$ cat config.mk
export PLATFORM = sky130hd
export DESIGN_NAME = reg_arbiter_flat
export DESIGN_NICKNAME = d
export VERILOG_FILES = /design/src/rtl/reg_arbiter_if.sv /design/src/rtl/reg_arbiter.sv /design/src/flat_wrapper.sv
export SDC_FILE = /design/constraint.sdc
export NUM_CORES = 1
export LEC_CHECK = 0
export BUFFER_PORTS_ARGS = -buffer_cell sky130_fd_sc_hd__buf_2
export CORE_MARGIN = 1.5
export CORE_UTILIZATION = 24
export DETAILED_ROUTE_END_ITERATION = 8
export MAX_ROUTING_LAYER = met4
export PLACE_DENSITY_LB_ADDON = 0.2
export SLEW_MARGIN = 15
export SYNTH_ARGS = -nofsm -noshare
export SYNTH_HDL_FRONTEND = slang
export SYNTH_SLANG_ARGS = --single-unit
export TNS_END_PERCENT = 100
$ cat constraint.sdc
create_clock -name clk -period 3.4 [get_ports clk]
set_input_delay 0.34 -clock clk [delete_from_list [all_inputs] [get_ports clk]]
set_output_delay 0.34 -clock clk [all_outputs]
set_load 0.005 [all_outputs]
$ cat src/rtl/reg_arbiter_if.sv
// Register-file access bus shared by the two requesters and the register file.
// slave = arbiter side, master = requester/register-file side.
interface reg_arbiter_if #(
    parameter int DATA_W = 8,
    parameter int REGN_W = 4
);
    logic              req0;
    logic              req1;
    logic              we0;
    logic              we1;
    logic              lock0;
    logic              lock1;
    logic [REGN_W-1:0] num0;
    logic [REGN_W-1:0] num1;
    logic [DATA_W-1:0] wdata0;
    logic [DATA_W-1:0] wdata1;
    logic              gnt0;
    logic              gnt1;
    logic              ack0;
    logic              ack1;
    logic [DATA_W-1:0] rdata;
    logic              LoadReg;
    logic              DumpReg;
    logic [REGN_W-1:0] RegNumber;
    logic [DATA_W-1:0] RegWData;
    logic [DATA_W-1:0] RegRData;

    modport slave (
        input  req0, req1, we0, we1, lock0, lock1,
        input  num0, num1, wdata0, wdata1, RegRData,
        output gnt0, gnt1, ack0, ack1, rdata,
        output LoadReg, DumpReg, RegNumber, RegWData
    );

    modport master (
        output req0, req1, we0, we1, lock0, lock1,
        output num0, num1, wdata0, wdata1, RegRData,
        input  gnt0, gnt1, ack0, ack1, rdata,
        input  LoadReg, DumpReg, RegNumber, RegWData
    );
endinterface

$ cat src/rtl/reg_arbiter.sv
// Two-port register-file arbiter (IDLE/ACCESS/RESP) with lock and deadlock guard.
// Define ARB_ROUND_ROBIN_EN for round-robin; default is fixed priority (port 0).
module reg_arbiter #(
    parameter int DATA_W = 8,
    parameter int REGN_W = 4
) (
    input  logic        clk,
    input  logic        reset,
    reg_arbiter_if.slave bus
);
    typedef enum logic [1:0] {IDLE, ACCESS, RESP} state_t;

    state_t            state;
    state_t            state_nx;
    logic              owner;
    logic              h_we;
    logic              h_lock;
    logic [REGN_W-1:0] h_num;
    logic [DATA_W-1:0] h_wdata;
    logic [3:0]        lock_cnt;

    logic              guard;
    logic              own_req;
    logic              locked;
    logic              grant;
    logic              win;
    logic              win_lock;
`ifdef ARB_ROUND_ROBIN_EN
    logic              rr_ptr;
`endif

    logic              gnt0;
    logic              gnt1;
    logic              ack0;
    logic              ack1;
    logic [DATA_W-1:0] rdata;
    logic              load_reg;
    logic              dump_reg;
    logic [REGN_W-1:0] reg_num;
    logic [DATA_W-1:0] reg_wdata;

    always_comb begin
        guard   = (lock_cnt == 4'hF);
        own_req = owner ? bus.req1 : bus.req0;
        locked  = h_lock && own_req && !guard;
        grant   = 1'b0;
        win     = 1'b0;
        if (state == IDLE) begin
            if (locked) begin
                grant = 1'b1;
                win   = owner;
            end else if (bus.req0 && bus.req1) begin
                grant = 1'b1;
`ifdef ARB_ROUND_ROBIN_EN
                win   = rr_ptr;
`else
                win   = 1'b0;
`endif
            end else if (bus.req0 || bus.req1) begin
                grant = 1'b1;
                win   = bus.req1;
            end
        end
        win_lock = win ? bus.lock1 : bus.lock0;
    end

    always_ff @(posedge clk) begin
        if (reset) begin
            state    <= IDLE;
            owner    <= 1'b0;
            h_we     <= 1'b0;
            h_lock   <= 1'b0;
            h_num    <= '0;
            h_wdata  <= '0;
            lock_cnt <= 4'd0;
`ifdef ARB_ROUND_ROBIN_EN
            rr_ptr   <= 1'b0;
`endif
        end else begin
            state <= state_nx;
            if (grant) begin
                owner   <= win;
                h_we    <= win ? bus.we1 : bus.we0;
                h_num   <= win ? bus.num1 : bus.num0;
                h_wdata <= win ? bus.wdata1 : bus.wdata0;
                h_lock  <= win_lock;
                // count a run of locked grants; a guard arbitration restarts it
                if (guard || !win_lock)
                    lock_cnt <= 4'd0;
                else if (locked)
                    lock_cnt <= lock_cnt + 4'd1;
                else
                    lock_cnt <= 4'd1;
`ifdef ARB_ROUND_ROBIN_EN
                rr_ptr  <= ~win;
`endif
            end
        end
    end

    always_comb begin
        state_nx  = IDLE;
        gnt0      = 1'b0;
        gnt1      = 1'b0;
        ack0      = 1'b0;
        ack1      = 1'b0;
        rdata     = '0;
        load_reg  = 1'b0;
        dump_reg  = 1'b0;
        reg_num   = '0;
        reg_wdata = '0;
        case (state)
            IDLE: begin
                state_nx = grant ? ACCESS : IDLE;
            end
            ACCESS: begin
                state_nx = RESP;
                gnt0     = !owner;
                gnt1     = owner;
                reg_num  = h_num;
                if (h_we) begin
                    load_reg  = 1'b1;
                    reg_wdata = h_wdata;
                end else begin
                    dump_reg  = 1'b1;
                end
            end
            RESP: begin
                state_nx = IDLE;
                gnt0     = !owner;
                gnt1     = owner;
                ack0     = !owner;
                ack1     = owner;
                rdata    = h_we ? '0 : bus.RegRData;
            end
            default: state_nx = IDLE;
        endcase
    end

    assign bus.gnt0      = gnt0;
    assign bus.gnt1      = gnt1;
    assign bus.ack0      = ack0;
    assign bus.ack1      = ack1;
    assign bus.rdata     = rdata;
    assign bus.LoadReg   = load_reg;
    assign bus.DumpReg   = dump_reg;
    assign bus.RegNumber = reg_num;
    assign bus.RegWData  = reg_wdata;
endmodule

$ cat src/flat_wrapper.sv
// flat-port wrapper written by rule: the top's interface ports become plain ports
module reg_arbiter_flat 
#(
    parameter int DATA_W = 8,
    parameter int REGN_W = 4
)
  (clk, reset, bus_req0, bus_req1, bus_we0, bus_we1, bus_lock0, bus_lock1, bus_num0, bus_num1, bus_wdata0, bus_wdata1, bus_RegRData, bus_gnt0, bus_gnt1, bus_ack0, bus_ack1, bus_rdata, bus_LoadReg, bus_DumpReg, bus_RegNumber, bus_RegWData);
  reg_arbiter_if #(.DATA_W(DATA_W), .REGN_W(REGN_W)) bus_i ();
  input  logic clk;
  input  logic reset;
  input wire logic [$bits(bus_i.req0)-1:0] bus_req0;
  input wire logic [$bits(bus_i.req1)-1:0] bus_req1;
  input wire logic [$bits(bus_i.we0)-1:0] bus_we0;
  input wire logic [$bits(bus_i.we1)-1:0] bus_we1;
  input wire logic [$bits(bus_i.lock0)-1:0] bus_lock0;
  input wire logic [$bits(bus_i.lock1)-1:0] bus_lock1;
  input wire logic [$bits(bus_i.num0)-1:0] bus_num0;
  input wire logic [$bits(bus_i.num1)-1:0] bus_num1;
  input wire logic [$bits(bus_i.wdata0)-1:0] bus_wdata0;
  input wire logic [$bits(bus_i.wdata1)-1:0] bus_wdata1;
  input wire logic [$bits(bus_i.RegRData)-1:0] bus_RegRData;
  output wire logic [$bits(bus_i.gnt0)-1:0] bus_gnt0;
  output wire logic [$bits(bus_i.gnt1)-1:0] bus_gnt1;
  output wire logic [$bits(bus_i.ack0)-1:0] bus_ack0;
  output wire logic [$bits(bus_i.ack1)-1:0] bus_ack1;
  output wire logic [$bits(bus_i.rdata)-1:0] bus_rdata;
  output wire logic [$bits(bus_i.LoadReg)-1:0] bus_LoadReg;
  output wire logic [$bits(bus_i.DumpReg)-1:0] bus_DumpReg;
  output wire logic [$bits(bus_i.RegNumber)-1:0] bus_RegNumber;
  output wire logic [$bits(bus_i.RegWData)-1:0] bus_RegWData;
  assign bus_i.req0 = bus_req0;
  assign bus_i.req1 = bus_req1;
  assign bus_i.we0 = bus_we0;
  assign bus_i.we1 = bus_we1;
  assign bus_i.lock0 = bus_lock0;
  assign bus_i.lock1 = bus_lock1;
  assign bus_i.num0 = bus_num0;
  assign bus_i.num1 = bus_num1;
  assign bus_i.wdata0 = bus_wdata0;
  assign bus_i.wdata1 = bus_wdata1;
  assign bus_i.RegRData = bus_RegRData;
  assign bus_gnt0 = bus_i.gnt0;
  assign bus_gnt1 = bus_i.gnt1;
  assign bus_ack0 = bus_i.ack0;
  assign bus_ack1 = bus_i.ack1;
  assign bus_rdata = bus_i.rdata;
  assign bus_LoadReg = bus_i.LoadReg;
  assign bus_DumpReg = bus_i.DumpReg;
  assign bus_RegNumber = bus_i.RegNumber;
  assign bus_RegWData = bus_i.RegWData;
  reg_arbiter #(.DATA_W(DATA_W), .REGN_W(REGN_W)) u_core (.clk(clk), .reset(reset), .bus(bus_i));
endmodule
==> results of run 1 <==
[flip-flops by register name (all words and copies together), names as in the netlist]
name	flops
u_core.h_we	1
u_core.h_num	4
u_core.h_wdata	8
u_core.lock_cnt	4
u_core.owner	1
u_core.h_lock	1
u_core.state	2
[metrics by stage]
step | area, um2 | instances
after floorplan | 1180 | 138
after global placement | 1570 | 264
after detailed placement | 1570 | 264
after CTS | 1620 | 268
after global routing | 1620 | 268
final | 1620 | 268
[placed cells by master (no fill, tap or decap), drive strengths merged]
cell | synthesis | routed
clkinv | 0 | 1
nand3b | 1 | 1
nand4b | 1 | 1
and4 | 1 | 1
and2 | 15 | 15
nand2 | 9 | 9
nand2b | 1 | 1
o21a | 1 | 1
clkbuf | 6 | 3
nand3 | 3 | 3
nor2b | 5 | 5
dfxtp | 21 | 21
nor2 | 17 | 17
a21oi | 6 | 6
a211oi | 15 | 15
or4 | 2 | 2
inv | 2 | 2
mux2 | 1 | 1
and3 | 8 | 8
ha | 4 | 4
o21ai | 1 | 1
a211o | 1 | 1
buf | 2 | 67
mux2i | 14 | 14
a21o | 1 | 1
[power groups by stage]
stage | clock [mW] | sequential, mW | combinational [mW]
2_1_floorplan | 0 | 0.284 | 0.0828
3_3_place_gp | 0 | 0.290 | 0.130
3_5_place_dp | 0 | 0.291 | 0.130
4_1_cts | 0.168 | 0.285 | 0.130
5_1_grt | 0.179 | 0.289 | 0.146
6_report | 0.163 | 0.285 | 0.127
[how the worst max path moves through the flow]
stage,slack (ps),end,depth (start not counted)
after global routing,980,u_core.lock_cnt[1]$_SDFFE_PP0P_,7
after detailed placement,1130,u_core.lock_cnt[1]$_SDFFE_PP0P_,7
final,1100,u_core.lock_cnt[1]$_SDFFE_PP0P_,7
after floorplan,1370,u_core.lock_cnt[1]$_SDFFE_PP0P_,6
after global placement,1180,u_core.lock_cnt[1]$_SDFFE_PP0P_,7
after CTS,1100,u_core.lock_cnt[1]$_SDFFE_PP0P_,7
[worst max-delay path, delay by kind of cell (launching register included)]
family / cells / cell delay (ps)
AND/OR/NAND/NOR: 2 / 770
AO/OA/AOI/OAI: 2 / 360
flip-flops: 1 / 350
buffers and inverters: 1 / 300
adder cells (fa/ha/maj): 1 / 260
multiplexers: 1 / 190
[area by class of cell]
class	instances	area share [%]
clock buffers	3	2.55
clock inverters	1	0.309
inverters	2	0.464
multi-input cells	107	44.5
flip-flops and latches	21	26.0
well taps	67	5.18
repair buffers	67	21.0
[routing by layer]
metal / vias to the layer above / share of wire [%] / global-route usage, %
met2: 53 / 48 / 18.3
met4: 0 / 0.68 / 3.77
li1: 612 / - / -
met1: 492 / 45 / 13.3
met5: - / 0 / -
met3: 4 / 6.1 / 2.21
[logic make-up after synthesis]
| group | share of synthesized area, % |
|---|---|
| flops | 35.7 |
| mux | 12.8 |
| buf+inv | 3.29 |
| simple gates | 28.3 |
| fa+ha+maj | 4.25 |
| compound gates | 15.6 |
==> run_results.csv, run 1 <==
group,metric,value,unit
status,status,"finished clean",
worst_setup_path,crit_chain,"ha_1 -> and4_1 -> a211oi_4 -> buf_4 -> mux2i_1 -> or4_1 -> a21oi_1",
floorplan,io_pins,66,
global_route,grt_pass1_wl,4410,um
routing,first_pass_iters,6,
timing,fin_crit,2300,ps
logic_synthesis,syn_nets,182,
pwr,power_frac_comb,22.1,%
cts,clock-root-buffer,"clkbuf_8",
placement,place_ws,1130,ps
cts,cts_resized,0,
finish,utilization,34.3,%
job,maxCapViolCount,0,
timing,setup_viol,0,
cts,cts.sinks,21,
timing,slew_headroom,44.8,%
finish,drive_above_1_share,36.3,%
timing,fin_crit_sh,67.6,%
placement,dp.final_hpwl,2210,um
worst_setup_path,cp-end-kind,"flop",
logic_synthesis,synth_edf_count,0,
timing,whs,411,ps
cts,clock_path_buffers,2,
routing,drc,0,
floorplan,die_w,73.1,um
timing,rsz0062_at_grt,"no",
cts,clock_latency,260,ps
worst_setup_path,slowest_delay,520,ps
logic_synthesis,ys_ff_latch,21,
finish,nFillCells,500,
pwr,ir_drop,139,uV
floorplan,die_height,73.1,um
routing,drt_iter0_markers,25,
logic_synthesis,synth_area_leaders,"dfxtp_1, mux2i_1, a211oi_1, and2_1, nor2_1",
logic_synthesis,yosysSeqAreaShare,35.7,%
worst_setup_path,path_max_fanout,15,
floorplan,num_rows,25,
logic_synthesis,async_reset_ff_share,0,%
cts,hold_buffers,0,
logic_synthesis,syn-instance-count,138,
worst_setup_path,cp.arrival,2490,ps
worst_setup_path,worstPathRequired,3590,ps
worst_setup_path,cp-start-kind,"flop",
timing,fin_setup_tns,0,ps
worst_setup_path,startpoint,"u_core.lock_cnt[0]$_SDFFE_PP0P_",
logic_synthesis,yosys-top-cells-count,"dfxtp_1, nor2_1, and2_1, a211oi_1, mux2i_1",
pwr,p_total,0.575,mW
timing,worst_slack,1100,ps
finish,fin_nets,246,
worst_hold_path,whs_path_depth,3,
cts,numCtsBuffers,3,
worst_setup_path,r2r_setup_slack,1100,ps
pwr,net-switching-power,0.163,mW
logic_synthesis,syn_area_per_cell,8.54,um2
routing,num_vias,1161,
worst_setup_path,cpMaxStageDelayCell,"or4_1",
global_route,grt_pass1_vias,984,
timing,drv_slew,0,
logic_synthesis,synth_cell_types,26,
routing,viasPerCell,4.33,
pwr,p_sw_share,28.4,%
timing,max_freq,0.435,GHz
worst_setup_path,reg2reg_to,"u_core.lock_cnt[1]$_SDFFE_PP0P_",
pwr,power_density,356,nW/um2
cts,clkTransAtPathRegs,80,ps
worst_setup_path,rr_startpoint,"u_core.lock_cnt[0]$_SDFFE_PP0P_",
pwr,clockPowerShare,28.4,%
worst_hold_path,hp-start,"bus_wdata0[5]",
logic_synthesis,synth_top_cell_by_area,"dfxtp_1",
global_route,grt_antenna_before_repair,0,
logic_synthesis,yosys_warnings,0,
cts,ctsHtreeMaxLevel,1,
placement,place.gp.congestion,0.790,
worst_hold_path,hold_path_class,"in2reg",
pwr,leakage,0.788,nW
floorplan,initial_utilization,25.0,%
logic_synthesis,synth_area,1180,um2
routing,wirelength,2940,um
routing,drt-wirelength-per-cell,11.0,um
floorplan,core_area,4720,um2
routing,ant_nets,0,
pwr,pwr-share-seq,49.5,%
pwr,intPower,0.412,mW
finish,area_growth,37.3,%
worst_setup_path,criticalPathCategory,"reg2reg",
finish,multi_input_area,719,um2
cts,cts_setup_buffers,0,
placement,numPortBuffers,65,
finish,ff_latch_area,420,um2
timing,tightest_slew,820,ps
worst_setup_path,reg2reg_depth,7,
global_route,track_usage,11.0,%
logic_synthesis,synth_top_area_share,35.7,%
worst_hold_path,worstHoldEndpoint,"u_core.h_wdata[5]$_SDFFE_PP0P_",
global_route,grt-ovfl-total,0,
timing,finalHoldViolCount,0,
logic_synthesis,synth_most_common_cell,"dfxtp_1",
global_route,grt_start_max_net_pins,31,
logic_synthesis,synth_ff_type,"dfxtp_1",
finish,antenna_cells,0,
timing,clock-skew-final,3.37,ps
cts,cts_tree,"yes",
floorplan,dieArea,5340,um2
(Power assumes the default switching activity.)
==> run 2, diff against run 1 <==
==> constraint.sdc (replaced) <==
create_clock -name clk -period 2.2 [get_ports clk]
set_input_delay 0.22 -clock clk [delete_from_list [all_inputs] [get_ports clk]]
set_output_delay 0.22 -clock clk [all_outputs]
set_load 0.005 [all_outputs]
==> run 2 against run 1 <==
Combinational power grew 57%. Cell count grew 0.37%. Largest power group unchanged. Count of clock-buffer cells in the layout is the same.
==> run_results.csv, run 2 (same netlist as run 1, synthesis figures left out) <==
group,metric,value,unit
worst_setup_path,criticalPathCategory,"reg2reg",
pwr,pwr-share-seq,49.3,%
worst_setup_path,cp.arrival,2200,ps
worst_setup_path,path_delay_family,"simple AND/OR/NAND/NOR gates",
placement,placed_cells,265,
cts,clock_latency,260,ps
worst_hold_path,hold_path_class,"in2reg",
worst_setup_path,cp-start-kind,"flop",
timing,fin_crit,2010,ps
floorplan,core_area,4720,um2
global_route,grt_pass1_wl,4480,um
timing,finalHoldViolCount,0,
routing,num_vias,1192,
finish,nFillCells,496,
pwr,power_density,548,nW/um2
worst_setup_path,cpMaxStageDelayCell,"or4_1",
finish,design_area,1630,um2
worst_setup_path,rr_startpoint,"u_core.lock_cnt[0]$_SDFFE_PP0P_",
floorplan,initial_utilization,25.0,%
global_route,grt_antenna_before_repair,0,
worst_setup_path,worstPathRequired,2390,ps
routing,drt-wirelength-per-cell,10.8,um
finish,largest_registers,"u_core.h_wdata (8), u_core.h_num (4), u_core.lock_cnt (4)",
finish,drive_above_1_share,36.6,%
cts,ctsHtreeMaxLevel,1,
timing,slew_headroom,56.2,%
finish,layout_common_cells,"buf_2, dfxtp_1, nor2_1",
cts,cts.sinks,21,
finish,antenna_cells,0,
pwr,leakage,0.793,nW
routing,viasPerCell,4.43,
pwr,p_total,0.891,mW
finish,largest_register_ffs,8,
cts,cts_resized,0,
routing,ant_nets,0,
timing,clock-skew-final,4.41,ps
timing,fin_crit_sh,91.2,%
routing,drc,0,
placement,dp.final_hpwl,2190,um
cts,clkTransAtPathRegs,70,ps
job,maxCapViolCount,0,
worst_setup_path,cp-end-kind,"flop",
floorplan,num_rows,25,
worst_setup_path,path_max_fanout,5,
status,status,"finished clean",
finish,area_growth,37.9,%
cts,clock-root-buffer,"clkbuf_8",
timing,setup_viol,0,
timing,fin_setup_tns,0,ps
worst_setup_path,r2r_setup_slack,190,ps
pwr,ir_drop,255,uV
global_route,grt-ovfl-total,0,
worst_setup_path,crit_chain,"ha_1 -> and4_1 -> a211oi_4 -> mux2i_1 -> or4_1 -> a21oi_1",
cts,hold_buffers,0,
cts,numCtsBuffers,3,
routing,first_pass_iters,5,
placement,place_area,1580,um2
pwr,clockPowerShare,28.2,%
pwr,power_frac_comb,22.5,%
timing,tightest_slew,650,ps
cts,cts_setup_buffers,0,
floorplan,die_w,73.1,um
finish,layout_commonest_cell,"buf_2",
worst_hold_path,hp-start,"bus_wdata0[4]",
pwr,p_sw_share,28.2,%
pwr,net-switching-power,0.252,mW
placement,numPortBuffers,65,
timing,max_freq,0.499,GHz
routing,wirelength,2910,um
floorplan,dieArea,5340,um2
cts,clock_path_buffers,2,
floorplan,die_height,73.1,um
pwr,intPower,0.640,mW
global_route,grt_start_max_net_pins,30,
timing,drv_slew,0,
worst_setup_path,cp.buffers_inverters,0,
worst_setup_path,slowest_delay,530,ps
finish,fin_nets,247,
placement,place_ws,209,ps
finish,fin_cells,269,
global_route,track_usage,11.1,%
timing,rsz0062_at_grt,"no",
routing,drt_iter0_markers,49,
timing,worst_slack,194,ps
finish,largest-register,"u_core.h_wdata",
worst_setup_path,startpoint,"u_core.lock_cnt[0]$_SDFFE_PP0P_",
global_route,grt_pass1_vias,1010,
floorplan,io_pins,66,
placement,place.gp.congestion,0.762,
cts,cts_tree,"yes",
## run 2: layer usage
layer	wire length, um	track usage, %	vias to the layer above
met5	0	-	-
met4	0	3.77	0
met3	164	1.80	0
met2	1470	19.5	50
met1	1280	12.7	528
li1	-	-	614
## run 2: worst paths after layout
kind | to | depth (start not counted)
worst max-delay path | u_core.lock_cnt[1]$_SDFFE_PP0P_ | 6
worst min-delay path | u_core.h_wdata[4]$_SDFFE_PP0P_ | 3
worst max register to register | u_core.lock_cnt[1]$_SDFFE_PP0P_ | 6
worst min register to register | u_core.h_num[3]$_SDFFE_PP0P_ | 2
## run 2: worst register-to-register path: stages (launching register included)
cell      delay, ps
dfxtp_1         350
ha_1            260
and4_1          250
a211oi_4        240
mux2i_1         170
or4_1           530
a21oi_1         150
## run 2: cell type report
class	count	area (um2)	area share [%]
Multi-Input combinational cell	107	719	44.3
Tap cell	67	83.8	5.16
Inverter	2	7.51	0.462
Clock inverter	1	5.00	0.308
Clock buffer	3	41.3	2.54
Timing Repair Buffer	68	348	21.4
Sequential cell	21	420	25.9
## run 2: metrics by stage
| step | utilization (%) | hold WS (ps) |
|---|---|---|
| 2_1_floorplan | - | 292 |
| 3_3_place_gp | 33.4 | 479 |
| 3_5_place_dp | 33.4 | 488 |
| 4_1_cts | 34.4 | 286 |
| 5_1_grt | 34.4 | 299 |
| 6_report | 34.4 | 292 |
## run 2: power groups by stage
stage	logic, mW	registers, mW	clock network [mW]
after global placement	0.205	0.449	0
after global routing	0.228	0.446	0.280
after floorplan	0.128	0.439	0
after detailed placement	0.203	0.450	0
final	0.200	0.439	0.252
after CTS	0.204	0.440	0.266
